## src/rtl/alu_pipe_if.sv

```systemverilog
// Operand/result bundle between the register-file read port and write-back.
// The ALU is the slave; whoever issues operations is the master.
interface alu_pipe_if #(
   parameter int WIDTH = 8,
   parameter int SHW   = $clog2(WIDTH)
);
   logic             in_valid;
   logic             in_ready;
   logic [WIDTH-1:0] a;
   logic [WIDTH-1:0] b;
   logic [3:0]       op;
   logic [SHW-1:0]   shamt;
   logic             out_valid;
   logic [WIDTH-1:0] out;
   logic [WIDTH-1:0] out_hi;
   logic [3:0]       flags;

   modport master (
      output in_valid, a, b, op, shamt,
      input  in_ready, out_valid, out, out_hi, flags
   );

   modport slave (
      input  in_valid, a, b, op, shamt,
      output in_ready, out_valid, out, out_hi, flags
   );
endinterface

```

## src/rtl/alu_pipe.sv

```systemverilog
// WIDTH-bit ALU: single-cycle ops with latency 1, plus an iterative shift-and-add
// multiplier that holds off the input side for WIDTH cycles.
module alu_pipe #(
   parameter int WIDTH = 8
) (
   input logic       clk,
   input logic       rst,
   alu_pipe_if.slave bus
);
   localparam int SHW = $clog2(WIDTH);

   localparam logic [3:0] OP_ADD = 4'h0;
   localparam logic [3:0] OP_ADC = 4'h1;
   localparam logic [3:0] OP_SUB = 4'h2;
   localparam logic [3:0] OP_SBC = 4'h3;
   localparam logic [3:0] OP_AND = 4'h4;
   localparam logic [3:0] OP_ORR = 4'h5;
   localparam logic [3:0] OP_EOR = 4'h6;
   localparam logic [3:0] OP_NOT = 4'h7;
   localparam logic [3:0] OP_LSL = 4'h8;
   localparam logic [3:0] OP_LSR = 4'h9;
   localparam logic [3:0] OP_ASR = 4'hA;
   localparam logic [3:0] OP_ROR = 4'hB;
   localparam logic [3:0] OP_MUL = 4'hC;

   typedef enum logic {S_IDLE, S_MUL} state_t;

   state_t             state, state_nxt;
   logic               ready;
   logic               accept;
   logic               mul_last;
   logic [SHW-1:0]     cnt;
   logic [WIDTH-1:0]   mcand, mplier, acc_hi;
   logic [WIDTH:0]     mul_sum;
   logic [WIDTH-1:0]   prod_hi, prod_lo;

   logic [WIDTH-1:0]   out_q, out_hi_q;
   logic [3:0]         flags_q;
   logic               out_valid_q;

   // Single-cycle datapath
   logic               is_sub, cin;
   logic [WIDTH-1:0]   b_op;
   logic [WIDTH:0]     sum;
   logic               add_v;
   logic [WIDTH:0]     lsl_w, lsr_w, asr_w;
   logic [2*WIDTH-1:0] ror_w;
   logic [WIDTH-1:0]   res;
   logic               res_c, res_v;
   logic [3:0]         res_flags;

   assign accept   = bus.in_valid & (state == S_IDLE);
   assign mul_last = (state == S_MUL) && (cnt == SHW'(WIDTH - 1));

   always_ff @(posedge clk) begin
      if (rst) state <= S_IDLE;
      else     state <= state_nxt;
   end

   always_comb begin
      state_nxt = state;
      ready     = 1'b0;
      case (state)
         S_IDLE: begin
            ready = 1'b1;
            if (bus.in_valid && bus.op == OP_MUL) state_nxt = S_MUL;
         end
         S_MUL: begin
            if (mul_last) state_nxt = S_IDLE;
         end
         default: state_nxt = S_IDLE;
      endcase
   end

   // flags_q already holds the previous op's C in the cycle its out_valid is
   // high, so a back-to-back ADC/SBC sees the freshly written carry.
   always_comb begin
      is_sub = (bus.op == OP_SUB) || (bus.op == OP_SBC);
      b_op   = is_sub ? ~bus.b : bus.b;
      case (bus.op)
         OP_ADC, OP_SBC: cin = flags_q[1];
         OP_SUB:         cin = 1'b1;
         default:        cin = 1'b0;
      endcase
      sum   = {1'b0, bus.a} + {1'b0, b_op} + {{WIDTH{1'b0}}, cin};
      add_v = (bus.a[WIDTH-1] == b_op[WIDTH-1]) && (sum[WIDTH-1] != bus.a[WIDTH-1]);

      // The extra bit below/above the operand catches the last bit shifted out.
      lsl_w = {1'b0, bus.a} << bus.shamt;
      lsr_w = {bus.a, 1'b0} >> bus.shamt;
      asr_w = $signed({bus.a, 1'b0}) >>> bus.shamt;
      ror_w = {bus.a, bus.a} >> bus.shamt;

      res   = '0;
      res_c = 1'b0;
      res_v = 1'b0;
      case (bus.op)
         OP_ADD, OP_ADC, OP_SUB, OP_SBC: begin
            res   = sum[WIDTH-1:0];
            res_c = sum[WIDTH];
            res_v = add_v;
         end
         OP_AND: res = bus.a & bus.b;
         OP_ORR: res = bus.a | bus.b;
         OP_EOR: res = bus.a ^ bus.b;
         OP_NOT: res = ~bus.b;
         OP_LSL: begin
            res   = lsl_w[WIDTH-1:0];
            res_c = lsl_w[WIDTH];
         end
         OP_LSR: begin
            res   = lsr_w[WIDTH:1];
            res_c = lsr_w[0];
         end
         OP_ASR: begin
            res   = asr_w[WIDTH:1];
            res_c = asr_w[0];
         end
         OP_ROR: begin
            res   = ror_w[WIDTH-1:0];
            res_c = lsr_w[0];
         end
         default: ;
      endcase
      res_flags = {res[WIDTH-1], (res == '0), res_c, res_v};
   end

   // One multiplier step: add the multiplicand when the current multiplier bit
   // is set, then shift the {acc_hi, mplier} pair right by one.
   always_comb begin
      mul_sum = {1'b0, acc_hi} + (mplier[0] ? {1'b0, mcand} : {(WIDTH+1){1'b0}});
      prod_hi = mul_sum[WIDTH:1];
      prod_lo = {mul_sum[0], mplier[WIDTH-1:1]};
   end

   always_ff @(posedge clk) begin
      if (rst) begin
         out_q       <= '0;
         out_hi_q    <= '0;
         flags_q     <= '0;
         out_valid_q <= 1'b0;
         cnt         <= '0;
         mcand       <= '0;
         mplier      <= '0;
         acc_hi      <= '0;
      end else begin
         out_valid_q <= 1'b0;
         if (accept) begin
            if (bus.op == OP_MUL) begin
               mcand  <= bus.a;
               mplier <= bus.b;
               acc_hi <= '0;
               cnt    <= '0;
            end else begin
               out_q       <= res;
               out_hi_q    <= '0;
               flags_q     <= res_flags;
               out_valid_q <= 1'b1;
            end
         end
         if (state == S_MUL) begin
            acc_hi <= prod_hi;
            mplier <= prod_lo;
            cnt    <= cnt + 1'b1;
            if (mul_last) begin
               out_q       <= prod_lo;
               out_hi_q    <= prod_hi;
               flags_q     <= {prod_hi[WIDTH-1], ({prod_hi, prod_lo} == '0), (prod_hi != '0), 1'b0};
               out_valid_q <= 1'b1;
            end
         end
      end
   end

   assign bus.in_ready  = ready;
   assign bus.out_valid = out_valid_q;
   assign bus.out       = out_q;
   assign bus.out_hi    = out_hi_q;
   assign bus.flags     = flags_q;
endmodule

```

## src/flat_wrapper.sv

```systemverilog
// flat-port wrapper written by rule: the top's interface ports become plain ports
module alu_pipe_flat 
#(
   parameter int WIDTH = 8
)
  (clk, rst, bus_in_valid, bus_a, bus_b, bus_op, bus_shamt, bus_in_ready, bus_out_valid, bus_out, bus_out_hi, bus_flags);
  alu_pipe_if #(.WIDTH(WIDTH)) bus_i ();
  input logic clk;
  input logic rst;
  input wire logic [$bits(bus_i.in_valid)-1:0] bus_in_valid;
  input wire logic [$bits(bus_i.a)-1:0] bus_a;
  input wire logic [$bits(bus_i.b)-1:0] bus_b;
  input wire logic [$bits(bus_i.op)-1:0] bus_op;
  input wire logic [$bits(bus_i.shamt)-1:0] bus_shamt;
  output wire logic [$bits(bus_i.in_ready)-1:0] bus_in_ready;
  output wire logic [$bits(bus_i.out_valid)-1:0] bus_out_valid;
  output wire logic [$bits(bus_i.out)-1:0] bus_out;
  output wire logic [$bits(bus_i.out_hi)-1:0] bus_out_hi;
  output wire logic [$bits(bus_i.flags)-1:0] bus_flags;
  assign bus_i.in_valid = bus_in_valid;
  assign bus_i.a = bus_a;
  assign bus_i.b = bus_b;
  assign bus_i.op = bus_op;
  assign bus_i.shamt = bus_shamt;
  assign bus_in_ready = bus_i.in_ready;
  assign bus_out_valid = bus_i.out_valid;
  assign bus_out = bus_i.out;
  assign bus_out_hi = bus_i.out_hi;
  assign bus_flags = bus_i.flags;
  alu_pipe #(.WIDTH(WIDTH)) u_core (.clk(clk), .rst(rst), .bus(bus_i));
endmodule
```

## config.mk

```make
export PLATFORM = sky130hd
export DESIGN_NAME = alu_pipe_flat
export DESIGN_NICKNAME = d
export VERILOG_FILES = /design/src/rtl/alu_pipe_if.sv /design/src/rtl/alu_pipe.sv /design/src/flat_wrapper.sv
export SDC_FILE = /design/constraint.sdc
export NUM_CORES = 1
export LEC_CHECK = 0
export CORE_ASPECT_RATIO = 1.5
export CORE_UTILIZATION = 40
export CTS_BUF_LIST = sky130_fd_sc_hd__clkbuf_16
export DETAILED_ROUTE_END_ITERATION = 10
export PLACE_DENSITY_LB_ADDON = 0.3
export SLEW_MARGIN = 25
export SYNTH_ARGS = -nofsm -noshare
export SYNTH_HDL_FRONTEND = slang
export SYNTH_SLANG_ARGS = --single-unit
```

## constraint.sdc

```tcl
create_clock -name clk -period 5.6 [get_ports clk]
set_input_delay 1.68 -clock clk [delete_from_list [all_inputs] [get_ports clk]]
set_output_delay 1.68 -clock clk [all_outputs]
set_load 0.005 [all_outputs]
```

==> impl_metrics.yaml <==
min_path:
  hp-start: "u_core.mcand[7]"
  hold_class: "reg2reg"
  min_path_cells: 2
  worst_hold_path.endpoint: "u_core.mcand[7]"
floorplanning:
  start_util_pct: 40.8
  core_area_um2: 10500
  fp.dieH_um: 129
  rows: 46
  die_w_um: 86.6
  pin_count: 48
  dieArea_um2: 11200
status:
  status: "complete, no violations"
clock_tree:
  clock_sinks: 49
  h-tree-depth: 2
  clkTransAtPathRegs_ns: 0.07
  cts_root_buf: "clkbuf_16"
  cts_tree: "built"
  postCtsHoldBufs: 0
  clk_path_buf_depth: 2
  clk_latency_ns: 0.29
  cts_resized: 0
  cts-buffers-inserted: 5
  post_cts_buffers: 0
yosys:
  synth_async_sr_flop_share_pct: 0
  synth-compound-area-share_pct: 21.4
  syn_nets: 593
  synth.ff_latch_count: 49
  synth_edf_count: 0
  ys.flop_type: "dfxtp_1"
  yosys.area_share.xor_xnor_pct: 3.26
  muxShareOfSynthArea_pct: 12.8
  synth_cell_types: 67
  netlist_instances: 531
  avgSynthCellArea_um2: 8.08
  ys_warn_count: 0
  synth-simple-area-share_pct: 21.8
  synth-seq-area-share_pct: 22.9
  syn_area_um2: 4290
  synth_fa_ha_area_share_pct: 11.0
  synth_top_family_by_area: "simple AND/OR/NAND/NOR gates"
worst_setup_path:
  critPathKind: "in2reg"
  r2r_start: "u_core.mplier[0]"
  cp_max_fo: 8
  start_kind: "input port"
  end_kind: "flip-flop"
  r2r_cells: 10
  crit_arrival_ns: 5.13
  r2r_slack_ns: 2.44
  r2r-end: "u_core.bus.flags[1]"
  required_ns: 5.73
pwr:
  peakVddDrop_v: 0.000194
  power_density_nw_per_um2: 186
  power_leakage_nw: 2.01
  finalPower_w: 0.000934
timing:
  rsz0062_at_grt: "no"
  fin_crit_sh_pct: 89.3
  relSlewSlack_pct: 36.9
  final_max_slew_viol_count: 0
  worstMarginPinSlew_ns: 0.943
  skew_ns: 0.00686
  finalSetupViolations: 0
  fin_crit_ns: 5.00
  fmax_ghz: 0.200
  hold_viol_final: 0
  finalSetupTns_ns: 0
detailed_routing:
  antenna_left: 0
  dr.pass1.iters: 7
  vias: 4155
  drt_iter0_markers: 257
  wl_per_cell_um: 19.4
  drt-total-wl_mm: 13.7
  drc: 0
  viasPerCell: 5.89
global_route:
  grt_pass1_vias: 4078
  grt.total_usage_pct: 25.3
  grt_max_degree: 31
  antenna_found_initial: 0
  grt-ovfl-total: 0
  grt_pass1_wl_mm: 21.5
final_layout:
  num-fill-cells: 1055
  n_antenna_cell: 0
  final_layout_size_suffix_gt1_share_pct: 8.20
  syn_to_final_growth_pct: 16.9
  final_nets: 622
  final_common_cell: "nor2_1"
  most-common-layout-cells: "nor2_1 (60), dfxtp_1 (49), clkdlybuf4s50_1 (47), nand2_1 (45), a21oi_1 (34)"
place:
  gp_congestion: 0.932
  dp_hpwl_mm: 10.8
  port-buffer-count: 47
flow_run:
  cap_violations: 0
==> how the worst max path moves through the flow <==
| stage | start | end | slack, ns | cells past startpoint |
|---|---|---|---|---|
| after floorplan | bus_op[2] | u_core.bus.flags[2] | 0.55 | 15 |
| after global placement | bus_op[3] | u_core.bus.flags[2] | 0.48 | 13 |
| after detailed placement | bus_op[3] | u_core.bus.out[7] | 0.43 | 12 |
| after CTS | bus_op[2] | u_core.bus.out[7] | 0.70 | 12 |
| after global routing | bus_op[3] | u_core.bus.out[7] | 0.44 | 12 |
| final | bus_op[2] | u_core.bus.out[7] | 0.60 | 12 |
==> flip-flops by register name, summed over array words and instances, names as in the netlist <==
signal	cells
u_core.bus.out	8
u_core.acc_hi	8
u_core.bus.out_hi	8
u_core.mplier	8
u_core.bus.flags	4
u_core.cnt	3
u_core.state	1
u_core.bus.out_valid	1
u_core.mcand	8
==> Yosys cell counts, drive strengths merged (4+ instances only) <==
master / n / area share, %
nor2: 61 / 5.4
dfxtp: 49 / 23
nand2: 45 / 3.9
a21oi: 34 / 4.0
ha: 33 / 9.6
inv: 30 / 2.6
clkbuf: 24 / 2.1
mux2i: 19 / 4.4
o21ai: 17 / 2.0
a22oi: 15 / 2.6
buf: 15 / 2.0
xnor2: 14 / 2.9
mux4: 12 / 6.5
nor3: 12 / 1.4
and2: 11 / 1.6
a211oi: 10 / 1.7
nand3: 10 / 1.2
nor4: 10 / 1.5
nand2b: 9 / 1.3
nor2b: 9 / 1.3
o211ai: 8 / 1.4
a222oi: 7 / 1.6
mux2: 7 / 1.9
a32oi: 5 / 1.0
o22ai: 5 / 0.73
a211o: 4 / 0.82
a21o: 4 / 0.70
==> cell type report <==
| class | instances | area (µm²) | share of cell area [%] |
|---|---|---|---|
| timing repair buffer | 61 | 576 | 11.5 |
| multi-input combinational | 412 | 3020 | 60.2 |
| clock buffer | 5 | 125 | 2.49 |
| sequential | 49 | 981 | 19.5 |
| inverter | 31 | 116 | 2.32 |
| tap | 144 | 180 | 3.59 |
| clock inverter | 3 | 21.3 | 0.424 |
==> cell families after synthesis <==
| kind of cell | after synthesis |
|---|---|
| AO/OA/AOI/OAI | 133 |
| AND/OR/NAND/NOR | 189 |
| buffers and inverters | 70 |
| XOR/XNOR | 16 |
| adder cells (fa/ha/maj) | 36 |
| flip-flops | 49 |
| multiplexers | 38 |
==> layer usage <==
metal | GRT usage, % | vias to the layer above | share of wire (%)
met5 | 0 | - | 0
met4 | 12.5 | 0 | 4.3
met3 | 3.46 | 33 | 2.9
met2 | 48.4 | 109 | 55
met1 | 26.4 | 2012 | 38
li1 | - | 2001 | -
==> where the power goes <==
part           switching [W]  internal (W)  total (W)
Combinational       0.000153      0.000119   0.000273
Clock               0.000131      0.000166   0.000298
Sequential        0.00000623      0.000357   0.000364
Total               0.000291      0.000643   0.000934
==> worst max-delay path: stages <==
cell,delay (ns)
clkdlybuf4s50_1,0.43
nor2_1,0.13
and2_1,0.49
xnor2_1,0.16
fa_1,0.46
nand2b_1,0.18
a21oi_1,0.27
o21ai_0,0.12
a21oi_1,0.25
xnor2_1,0.10
a211oi_1,0.62
a2111oi_0,0.23
==> through the flow <==
stage / util (%) / instance area, µm² / hold slack (ns) / instances / setup WS, ns
2_1_floorplan: - / 4290 / 0.432 / 531 / 0.547
3_3_place_gp: 46.3 / 4870 / 0.444 / 697 / 0.478
3_5_place_dp: 46.3 / 4870 / 0.450 / 697 / 0.425
4_1_cts: 47.7 / 5020 / 0.462 / 705 / 0.700
5_1_grt: 47.7 / 5020 / 0.482 / 705 / 0.442
6_report: 47.7 / 5020 / 0.456 / 705 / 0.602
(Power assumes the default switching activity.)
